--- config.mk ---
export PLATFORM = sky130hd
export DESIGN_NAME = except_req_gen
export DESIGN_NICKNAME = d
export VERILOG_FILES = /design/src/rtl/except_req_gen.sv
export SDC_FILE = /design/constraint.sdc
export NUM_CORES = 1
export LEC_CHECK = 0
export CELL_PAD_IN_SITES_DETAIL_PLACEMENT = 1
export CELL_PAD_IN_SITES_GLOBAL_PLACEMENT = 1
export CORE_AREA = 5 5 122 124
export CTS_BUF_LIST = sky130_fd_sc_hd__clkbuf_8
export DETAILED_ROUTE_END_ITERATION = 8
export DIE_AREA = 0 0 127 129
export PLACE_DENSITY = 0.84
export SETUP_SLACK_MARGIN = 0.2
export SLEW_MARGIN = 20
export SYNTH_ARGS = -nofsm -noshare
export SYNTH_HDL_FRONTEND = slang
export SYNTH_SLANG_ARGS = --single-unit
--- constraint.sdc ---
create_clock -name clk -period 2.1 [get_ports clk]
set_clock_uncertainty 0.2 [all_clocks]
set_input_delay 0.42 -clock clk [delete_from_list [all_inputs] [get_ports clk]]
set_output_delay 0.42 -clock clk [all_outputs]
set_load 0.01 [all_outputs]
--- src/rtl/except_req_gen.sv ---
// Commit-stage exception/interrupt request generator for the dual-issue pipeline.
// Picks the oldest event across both lanes and emits registered requests to the controller and CSR file.
module except_req_gen #(
    parameter int ADDR_W       = 32,
    parameter int INT_W        = 13,
    parameter int FLUSH_CYCLES = 2
) (
    input  logic              clk,
    input  logic              rst_n,
    input  logic              lane1_valid,
    input  logic [ADDR_W-1:0] lane1_pc,
    input  logic              lane1_sys,
    input  logic              lane1_brk,
    input  logic              lane1_idle,
    input  logic              lane2_valid,
    input  logic [ADDR_W-1:0] lane2_pc,
    input  logic              lane2_sys,
    input  logic              lane2_brk,
    input  logic              lane2_idle,
    input  logic [INT_W-1:0]  int_pending,
    input  logic [INT_W-1:0]  int_mask,
    input  logic              int_enable,
    input  logic              pipe_busy,
    output logic [1:0]        excepttype_o_1,
    output logic [1:0]        excepttype_o_2,
    output logic              idle_stallreq,
    output logic              has_int_stallreq,
    output logic              era_we,
    output logic [ADDR_W-1:0] era_o,
    output logic [5:0]        ecode_o
);

    typedef enum logic [1:0] {
        RUN,
        INT_DRAIN,
        IDLE,
        FLUSH
    } state_t;

    localparam logic [1:0] TYPE_NONE = 2'b00;
    localparam logic [1:0] TYPE_SYNC = 2'b01;
    localparam logic [1:0] TYPE_INT  = 2'b10;
    localparam logic [5:0] ECODE_INT = 6'h00;
    localparam logic [5:0] ECODE_SYS = 6'h0B;
    localparam logic [5:0] ECODE_BRK = 6'h0C;
    localparam logic [3:0] FLUSH_LOAD = 4'(FLUSH_CYCLES - 1);

    state_t            state, state_nxt;
    logic [3:0]        cnt, cnt_nxt;
    logic [1:0]        type1_nxt, type2_nxt;
    logic              we_nxt;
    logic [ADDR_W-1:0] era_nxt;
    logic [5:0]        ecode_nxt;

    logic wake, pend;
    logic sync1, sync2, idle1, idle2;

    assign wake  = |(int_pending & int_mask);
    assign pend  = wake & int_enable;
    assign sync1 = lane1_valid & (lane1_sys | lane1_brk);
    assign sync2 = lane2_valid & (lane2_sys | lane2_brk);
    assign idle1 = lane1_valid & lane1_idle;
    assign idle2 = lane2_valid & lane2_idle;

    // Next-state and next-output decode; everything lands in registers below.
    always_comb begin
        state_nxt = state;
        cnt_nxt   = cnt;
        type1_nxt = TYPE_NONE;
        type2_nxt = TYPE_NONE;
        we_nxt    = 1'b0;
        era_nxt   = era_o;
        ecode_nxt = ecode_o;

        case (state)
            RUN: begin
                if (sync1) begin
                    type1_nxt = TYPE_SYNC;
                    we_nxt    = 1'b1;
                    era_nxt   = lane1_pc;
                    ecode_nxt = lane1_sys ? ECODE_SYS : ECODE_BRK;
                    state_nxt = FLUSH;
                    cnt_nxt   = FLUSH_LOAD;
                end else if (idle1) begin
                    era_nxt   = lane1_pc + ADDR_W'(4);
                    state_nxt = IDLE;
                end else if (sync2) begin
                    type2_nxt = TYPE_SYNC;
                    we_nxt    = 1'b1;
                    era_nxt   = lane2_pc;
                    ecode_nxt = lane2_sys ? ECODE_SYS : ECODE_BRK;
                    state_nxt = FLUSH;
                    cnt_nxt   = FLUSH_LOAD;
                end else if (idle2) begin
                    era_nxt   = lane2_pc + ADDR_W'(4);
                    state_nxt = IDLE;
                end else if (pend) begin
                    state_nxt = INT_DRAIN;
                end
            end
            INT_DRAIN: begin
                if (sync1) begin
                    type1_nxt = TYPE_SYNC;
                    we_nxt    = 1'b1;
                    era_nxt   = lane1_pc;
                    ecode_nxt = lane1_sys ? ECODE_SYS : ECODE_BRK;
                    state_nxt = FLUSH;
                    cnt_nxt   = FLUSH_LOAD;
                end else if (!pend) begin
                    state_nxt = RUN;
                end else if (!pipe_busy && lane1_valid) begin
                    type1_nxt = TYPE_INT;
                    we_nxt    = 1'b1;
                    era_nxt   = lane1_pc;
                    ecode_nxt = ECODE_INT;
                    state_nxt = FLUSH;
                    cnt_nxt   = FLUSH_LOAD;
                end
            end
            IDLE: begin
                // era_o already holds the idle return address captured on entry.
                if (wake) begin
                    type1_nxt = TYPE_INT;
                    we_nxt    = 1'b1;
                    ecode_nxt = ECODE_INT;
                    state_nxt = FLUSH;
                    cnt_nxt   = FLUSH_LOAD;
                end
            end
            FLUSH: begin
                if (cnt == 4'd0) begin
                    state_nxt = RUN;
                end else begin
                    cnt_nxt = cnt - 4'd1;
                end
            end
            default: begin
                state_nxt = RUN;
            end
        endcase
    end

    // State and registered outputs; stall requests mirror the state being entered.
    always_ff @(posedge clk) begin
        if (!rst_n) begin
            state            <= RUN;
            cnt              <= 4'd0;
            excepttype_o_1   <= TYPE_NONE;
            excepttype_o_2   <= TYPE_NONE;
            idle_stallreq    <= 1'b0;
            has_int_stallreq <= 1'b0;
            era_we           <= 1'b0;
            era_o            <= '0;
            ecode_o          <= 6'h00;
        end else begin
            state            <= state_nxt;
            cnt              <= cnt_nxt;
            excepttype_o_1   <= type1_nxt;
            excepttype_o_2   <= type2_nxt;
            idle_stallreq    <= (state_nxt == IDLE);
            has_int_stallreq <= (state_nxt == INT_DRAIN);
            era_we           <= we_nxt;
            era_o            <= era_nxt;
            ecode_o          <= ecode_nxt;
        end
    end

endmodule

; ---- After elaboration in Yosys (flattened, before gate mapping)
; Index checks and enable logic that the tools add are counted.
[classes]
addsub = 3
n_eq_ne = 12
mux = 53
n_bitwise = 10
n_reduce_logical = 11
[op_table]
columns = operator, n
row1 = two-way mux 32 bit, 7
row2 = "adder 32 x 3 -> 32 bit, second input constant", 2
row3 = one-hot mux 32 bit (2 select lines), 1
row4 = two-way mux 6 bit, 7
row5 = two-way mux 4 bit, 8
row6 = two-way mux 2 bit, 14
row7 = one-hot mux 6 bit (3 select lines), 1
row8 = one-hot mux 4 bit (4 select lines), 1
row9 = bitwise AND 13 bit, 1
row10 = OR reduction 13 bit, 1
row11 = "!= test 3 bit, second input constant", 4
row12 = AND reduction 6 bit, 2
row13 = two-way mux 1 bit, 9
row14 = one-hot mux 2 bit (4 select lines), 1
row15 = "equality test 2 bit, second input constant", 3
row16 = two-way mux 3 bit, 2
row17 = one-hot mux 2 bit (3 select lines), 1
row18 = bitwise AND 1 bit, 5
row19 = "!= test 5 bit, second input constant", 1
row20 = "equality test 2 x 1 -> 1 bit, second input constant", 2
row21 = logical NOT 4 bit, 1
row22 = "!= test 2 bit, second input constant", 2
row23 = AND reduction 4 bit, 1
row24 = OR reduction 4 bit, 1
row25 = other kinds (9), 11
[word_totals]
ff_bits = 51
in_bits = 102
wordCells = 98

; ---- Depth between registers and ports, before layout
; Gate-level depths: netlist of the first run.
[depth]
word_depth = 10
depth_mapped = 10
depth_no_buf = 8

; ---- Worst setup path after synthesis of the first run
; No wires, ideal clock.
[synth_path]
kind = in2reg
start = input port lane1_pc[15]
end = register era_o[27]
setup_time_ps = 124
arrival_ps = 1987
t_required_ps = 1776
path_slack_ps = -211
cell_stages = 6
cell_sequence = nand4_1 > or4_1 > nor4_1 > mux2_2 > a221oi_1 > a21oi_1
[synth_between]
elab_chain_len = 4
[synth_rtl]
columns = element, line_no
row1 = "start, declared", 11  ; input logic [ADDR_W-1:0] lane1_pc,
row2 = adder 32 x 3 -> 32 bit, 85  ; era_nxt = lane1_pc + ADDR_W'(4);
row3 = two-way mux 32 bit, 84  ; end else if (idle1) begin
row4 = two-way mux 32 bit, 77  ; if (sync1) begin
row5 = one-hot mux 32 bit (2 select lines), 75  ; case (state)
row6 = "end signal, assigned", 163  ; era_o <= era_nxt;
row7 = "end, declared", 29  ; output logic [ADDR_W-1:0] era_o,
; Every way passes these cells.
; A chain may end at the register's enable or synchronous reset.

; ---- Worst setup path after layout of the first run
[layout_path]
start = input port lane1_pc[2]
end = register era_o[17]
; Same word-level chain as after synthesis.

==> results of run 1 <==
[layout make-up]
cell class	instances	area, um2
Tap cell	180	225
Inverter	17	66.3
Sequential cell	47	958
Clock buffer	5	68.8
Fill cell	1536	5210
Multi-Input combinational cell	421	3810
Timing Repair Buffer	359	3290
Clock inverter	2	37.5
[cells in the final DEF (no fill, tap or decap), drive strengths merged, types with 7 or more instances in the layout]
cell type        n
buf            235
dlygate4sd2     58
dfxtp           47
nand2           47
o21ai           47
nand3           40
clkdlybuf4s50   38
nor2            38
a21oi           34
nor3            20
dlymetal6s2s    19
inv             17
nor4            17
xnor2           16
nand4           15
xor2            14
a31oi           11
and4            11
clkdlybuf4s15    9
ha               9
a22oi            8
a211oi           7
[path summary, 6_finish.rpt]
| path | cells past startpoint | end | slack, ns | start |
|---|---|---|---|---|
| min | 3 | era_o[16]$_SDFFE_PN0P_ | 0.27 | lane1_pc[16] |
| max reg2reg | 11 | era_o[24]$_SDFFE_PN0P_ | -0.14 | state[1]$_SDFF_PN0_ |
| min reg2reg | 2 | era_o[8]$_SDFFE_PN0P_ | 0.27 | era_o[8]$_SDFFE_PN0P_ |
| max | 10 | era_o[17]$_SDFFE_PN0P_ | -0.22 | lane1_pc[2] |
[metrics by stage]
stage / total power, mW / worst slack [ns] / cells
global route: 7.84 / -0.291 / 1031
detailed placement: 4.89 / -0.838 / 988
floorplan: 2.95 / -0.143 / 515
CTS: 6.77 / -0.00912 / 1023
global placement: 4.76 / -0.801 / 988
finish: 7.60 / -0.217 / 1031
[synthesized netlist by cell type (7+ instances only)]
| library cell | number | area [um2] |
|---|---|---|
| a211oi_1 | 7 | 52.6 |
| a21oi_1 | 34 | 170 |
| a22oi_1 | 8 | 60.1 |
| a31oi_1 | 11 | 68.8 |
| and4_1 | 10 | 87.6 |
| clkbuf_1 | 21 | 78.8 |
| dfxtp_1 | 47 | 941 |
| ha_1 | 9 | 113 |
| inv_1 | 17 | 63.8 |
| nand2_1 | 47 | 176 |
| nand3_1 | 39 | 195 |
| nand4_1 | 13 | 81.3 |
| nor2_1 | 37 | 139 |
| nor3_1 | 18 | 90.1 |
| nor4_1 | 8 | 50.1 |
| nor4_2 | 8 | 100 |
| o21ai_0 | 39 | 195 |
| o21ai_1 | 7 | 35.0 |
| xnor2_1 | 16 | 140 |
| xor2_1 | 14 | 123 |
[report_power, final]
group	leakage [nW]	total [mW]	switching [mW]	internal (mW)
clock	0.0502	0.718	0.368	0.349
combinational	3.31	5.35	2.68	2.67
sequential	0.392	1.54	0.315	1.22
total	3.75	7.60	3.36	4.24
[logic make-up after synthesis]
| family | synth area share (%) |
|---|---|
| adder cells (fa/ha/maj) | 2.93 |
| AO/OA/AOI/OAI | 28.7 |
| AND/OR/NAND/NOR | 30.0 |
| other | 0.0976 |
| XOR/XNOR | 6.84 |
| buffers and inverters | 5.28 |
| multiplexers | 1.63 |
| flip-flops | 24.5 |
[registers in the layout (all words and copies together), names as in the netlist]
name              cells
era_we                1
ecode_o               3
era_o                32
excepttype_o_1        2
excepttype_o_2        1
has_int_stallreq      1
idle_stallreq         1
state                 2
cnt                   4
[per-layer routing]
layer	global-route usage, %	part of all wire, %	vias up
met3	5.35	7.2	210
li1	-	-	2646
met1	32.2	36	3051
met5	0	0	-
met4	12.4	7.5	0
met2	54.0	49	478
[timing repair]
| item | 4_1_cts | 5_1_grt |
|---|---|---|
| buffers inserted | 23 | 8 |
| endpoints found under the setup margin | 50 | 61 |
| hold endpoints to repair | 0 | 0 |
| resized for setup | 378 | 81 |
| gates cloned | 5 | 0 |
| hold buffers | 0 | 0 |
| pin swaps | 88 | 24 |
[critical path, cell delays in order]
cell and delay [ns]:
dlygate4sd2_1 0.28, and4_1 0.27, nand2_2 0.13, buf_4 0.19, nor2_2 0.14, buf_4 0.17
buf_4 0.12, a21oi_1 0.08, o21ai_0 0.35, a31oi_1 0.16
==> run metrics, run 1 <==
gr usage total 29.0%; critical path required time 2.09 ns; Detailed Route Iter0 Violations 559; min Tclk post-route 2.32 ns; die width 127 um; Vias 6385; initial antenna violation count 0; worst hold path type input pin to register; setup TNS -4.71 ns; maxcap violations 0; die height 129 um; Cell Rows 43; port bufs 143; first-pass GRT wire length 37300 um; Worst setup EP type register; # DRC 0; status finished with violations; largest net degree at the start of global routing 33; clock root buffer clkbuf_8; Via density 6.19; Starting Density 28.1%; Routed Wire Length 28400 um; Async SR Flop Fraction 0%; die area 16400 um2; Post-synth EDFFs 0; global route overflow 0; Yosys reg bits 47; hold_ws 0.273 ns; final core occ 61.9%; antenna viol nets, final 0; Power Density 899 nW/um2; vias in the first global route 6635; Final period util 110%; Critical Path AT 2.31 ns; total CTS buffers 5; Core Area 13700 um2; setup ws final -0.217 ns; critical setup path kind input pin to register; crit start category input pin; Post-Synthesis Cells 513; failing checks setup timing; Final setup viols 39; CTS Sinks 47; clock-pin transition on the worst setup and hold timing paths 0.10 ns; Placer Congestion 0.930; Synth Flop Type dfxtp_1; Design Area, Final 8460 um2; DR pass1 iterations 5; Peak VDD IR 355 uV; area post-placement 6890 um2; sequential cell area fraction in the yosys report 24.5%; Final Hold Fails 0; post-synth design cell area 3840 um2; leakage power 3.75 nW; hpwl dp 16200 um; CTS max path bufs 2; Nets 962; Fmax 0.432 GHz; max-slew violation count 0; synth unique cells 70; CTS tree built; Boundary Pins 147; H-tree depth 2; Avg Inst Size Synth 7.49 um2; n_diodes 0; Synth Warn # 0; share of cells above drive strength 1 50.6%; area grow syn2layout 120%; RSZ-0062 raised after global routing true; Worst-Skew Late Latency 0.32 ns; Max FO, Critical Path 5; drt wl/cell 27.5 um
Power figures use the tool's default switching activity.
==> inputs of run 2 (changes only) <==
--- a/config.mk
+++ b/config.mk
@@ -11,7 +11,7 @@
 export CTS_BUF_LIST = sky130_fd_sc_hd__clkbuf_8
 export DETAILED_ROUTE_END_ITERATION = 8
 export DIE_AREA = 0 0 127 129
-export PLACE_DENSITY = 0.84
+export PLACE_DENSITY_LB_ADDON = 0.1
 export SETUP_SLACK_MARGIN = 0.2
 export SLEW_MARGIN = 20
 export SYNTH_ARGS = -nofsm -noshare
==> run 2 against run 1 <==
Effect of this change: the run still ends with setup timing left; non-clock buffer count is 9 lower; combinational power decreased by 15%; register-to-register slack better by 0.15 ns; clock-buffer cell count is 2 higher; global-route usage shrank 4.3 points; sequential share of layout area up 0.63 points; via count shrank 13%; largest power group unchanged.
==> run metrics, run 2 (synthesis gave the netlist of run 1 again) <==
share of cells above drive strength 1 45.9%; min Tclk post-route 2.11 ns; Peak VDD IR 372 uV; Critical Path AT 2.13 ns; Final setup viols 1; DR top layer met4; # DRC 0; most common cell after layout, fill and taps aside buf_4; Sw Share 41.9%; cell internal pwr 3.88 mW; CTS Sinks 47; setup ws final -0.00816 ns; clock root buffer clkbuf_8; area grow syn2layout 107%; Routed met3 length 1150 um; final core occ 58.1%; crit start category input pin; global route overflow 0; worst hold path type register to register; Worst-Skew Late Latency 0.32 ns; Core Area 13700 um2; failing checks setup timing; DR pass1 iterations 4; CTS tree built; Placer Congestion 0.920; H-tree depth 2; Fmax 0.474 GHz; Final Hold Fails 0; max reg flops 32; max-slew violation count 0; clock-pin transition on the worst setup and hold timing paths 0.09 ns; Clk pwr share 9.8%; Vias 5539; most frequent cells in the layout buf_4, dlygate4sd2_1, dfxtp_1, clkdlybuf4s50_1, nand2_1; RSZ-0062 raised after global routing true; most flop-heavy register era_o; critical setup path kind input pin to register; Boundary Pins 147; die width 127 um; DRT met1 WL 9010 um; port bufs 143; Via density 5.41; largest net degree at the start of global routing 33; vias in the first global route 5923; placed cells 986; Cell Rows 43; sequential share of power 21.7%; die height 129 um; drt wl/cell 20.6 um; CTS max path bufs 2; critical path required time 2.12 ns; Final period util 100%; gr usage total 24.7%; Psw 2.79 mW; maxcap violations 0; Comb pwr share 68.5%; total CTS buffers 5; Largest regs era_o: 32 flops, cnt: 4 flops, ecode_o: 3 flops; n_diodes 0; Routed Wire Length 21100 um; setup TNS -0.00816 ns; leakage power 3.41 nW; pre-CTS setup slack -0.757 ns; Non-Filler Instances 1023; hold_buf cts 0; Detailed Route Iter0 Violations 395; antenna viol nets, final 0; first-pass GRT wire length 31900 um; Power Density 841 nW/um2; hpwl dp 15900 um; DR WL met2 10700 um; die area 16400 um2; Worst setup EP type register; Max FO, Critical Path 4; Nets 953; Starting Density 28.1%; initial antenna violation count 0; status finished with violations
-- run 2: critical path: stages --
cell           delay [ns]
dlygate4sd2_1        0.19
a22oi_1              0.08
nand3_1              0.14
o211ai_1             0.12
buf_4                0.17
o31a_1               0.34
buf_6                0.14
a221o_1              0.29
o221a_4              0.22
-- run 2: worst paths after layout --
check | start | endpoint | slack (ns) | cells after the start
max | int_mask[6] | era_o[19]$_SDFFE_PN0P_ | -0.008 | 9
min | era_o[15]$_SDFFE_PN0P_ | era_o[15]$_SDFFE_PN0P_ | 0.26 | 2
max reg2reg | state[0]$_SDFF_PN0_ | era_o[19]$_SDFFE_PN0P_ | 0.01 | 10
min reg2reg | era_o[15]$_SDFFE_PN0P_ | era_o[15]$_SDFFE_PN0P_ | 0.26 | 2
-- run 2: layout make-up --
| type | count | area (um2) |
|---|---|---|
| clock buffer | 7 | 96.3 |
| timing repair buffer | 350 | 3120 |
| sequential | 47 | 950 |
| inverter | 17 | 73.8 |
| multi-input combinational | 421 | 3460 |
| clock inverter | 1 | 7.51 |
| fill | 1635 | 5730 |
| tap | 180 | 225 |
-- run 2: repair_timing --
action | 4_1_cts | 5_1_grt
pin swaps | 67 | 17
gates cloned | 3 | 0
setup endpoints to repair | 51 | 54
gates resized for setup | 323 | 64
buffers inserted | 16 | 10
-- run 2: power by group through the flow --
| stage | clock [mW] | sequential, mW | combinational [mW] |
|---|---|---|---|
| 2_1_floorplan | 0 | 1.51 | 1.44 |
| 3_3_place_gp | 0 | 1.41 | 3.37 |
| 3_5_place_dp | 0 | 1.42 | 3.45 |
| 4_1_cts | 0.677 | 1.44 | 4.22 |
| 5_1_grt | 0.710 | 1.48 | 4.86 |
| 6_report | 0.655 | 1.45 | 4.57 |
-- run 2: metal layers --
| layer | vias to the layer above | track usage [%] |
|---|---|---|
| met5 | - | 0 |
| met4 | 0 | 5.68 |
| met3 | 17 | 3.82 |
| met2 | 175 | 44.1 |
| met1 | 2727 | 31.3 |
| li1 | 2620 | - |
-- run 2: through the flow --
| step | area (um2) | hold WS, ns | power, mW |
|---|---|---|---|
| finish | 7940 | 0.258 | 6.67 |
| global route | 7940 | 0.290 | 7.05 |
| CTS | 7590 | 0.263 | 6.33 |
| detailed placement | 6900 | 0.250 | 4.87 |
| global placement | 6900 | 0.241 | 4.78 |
| floorplan | 4020 | 0.250 | 2.95 |
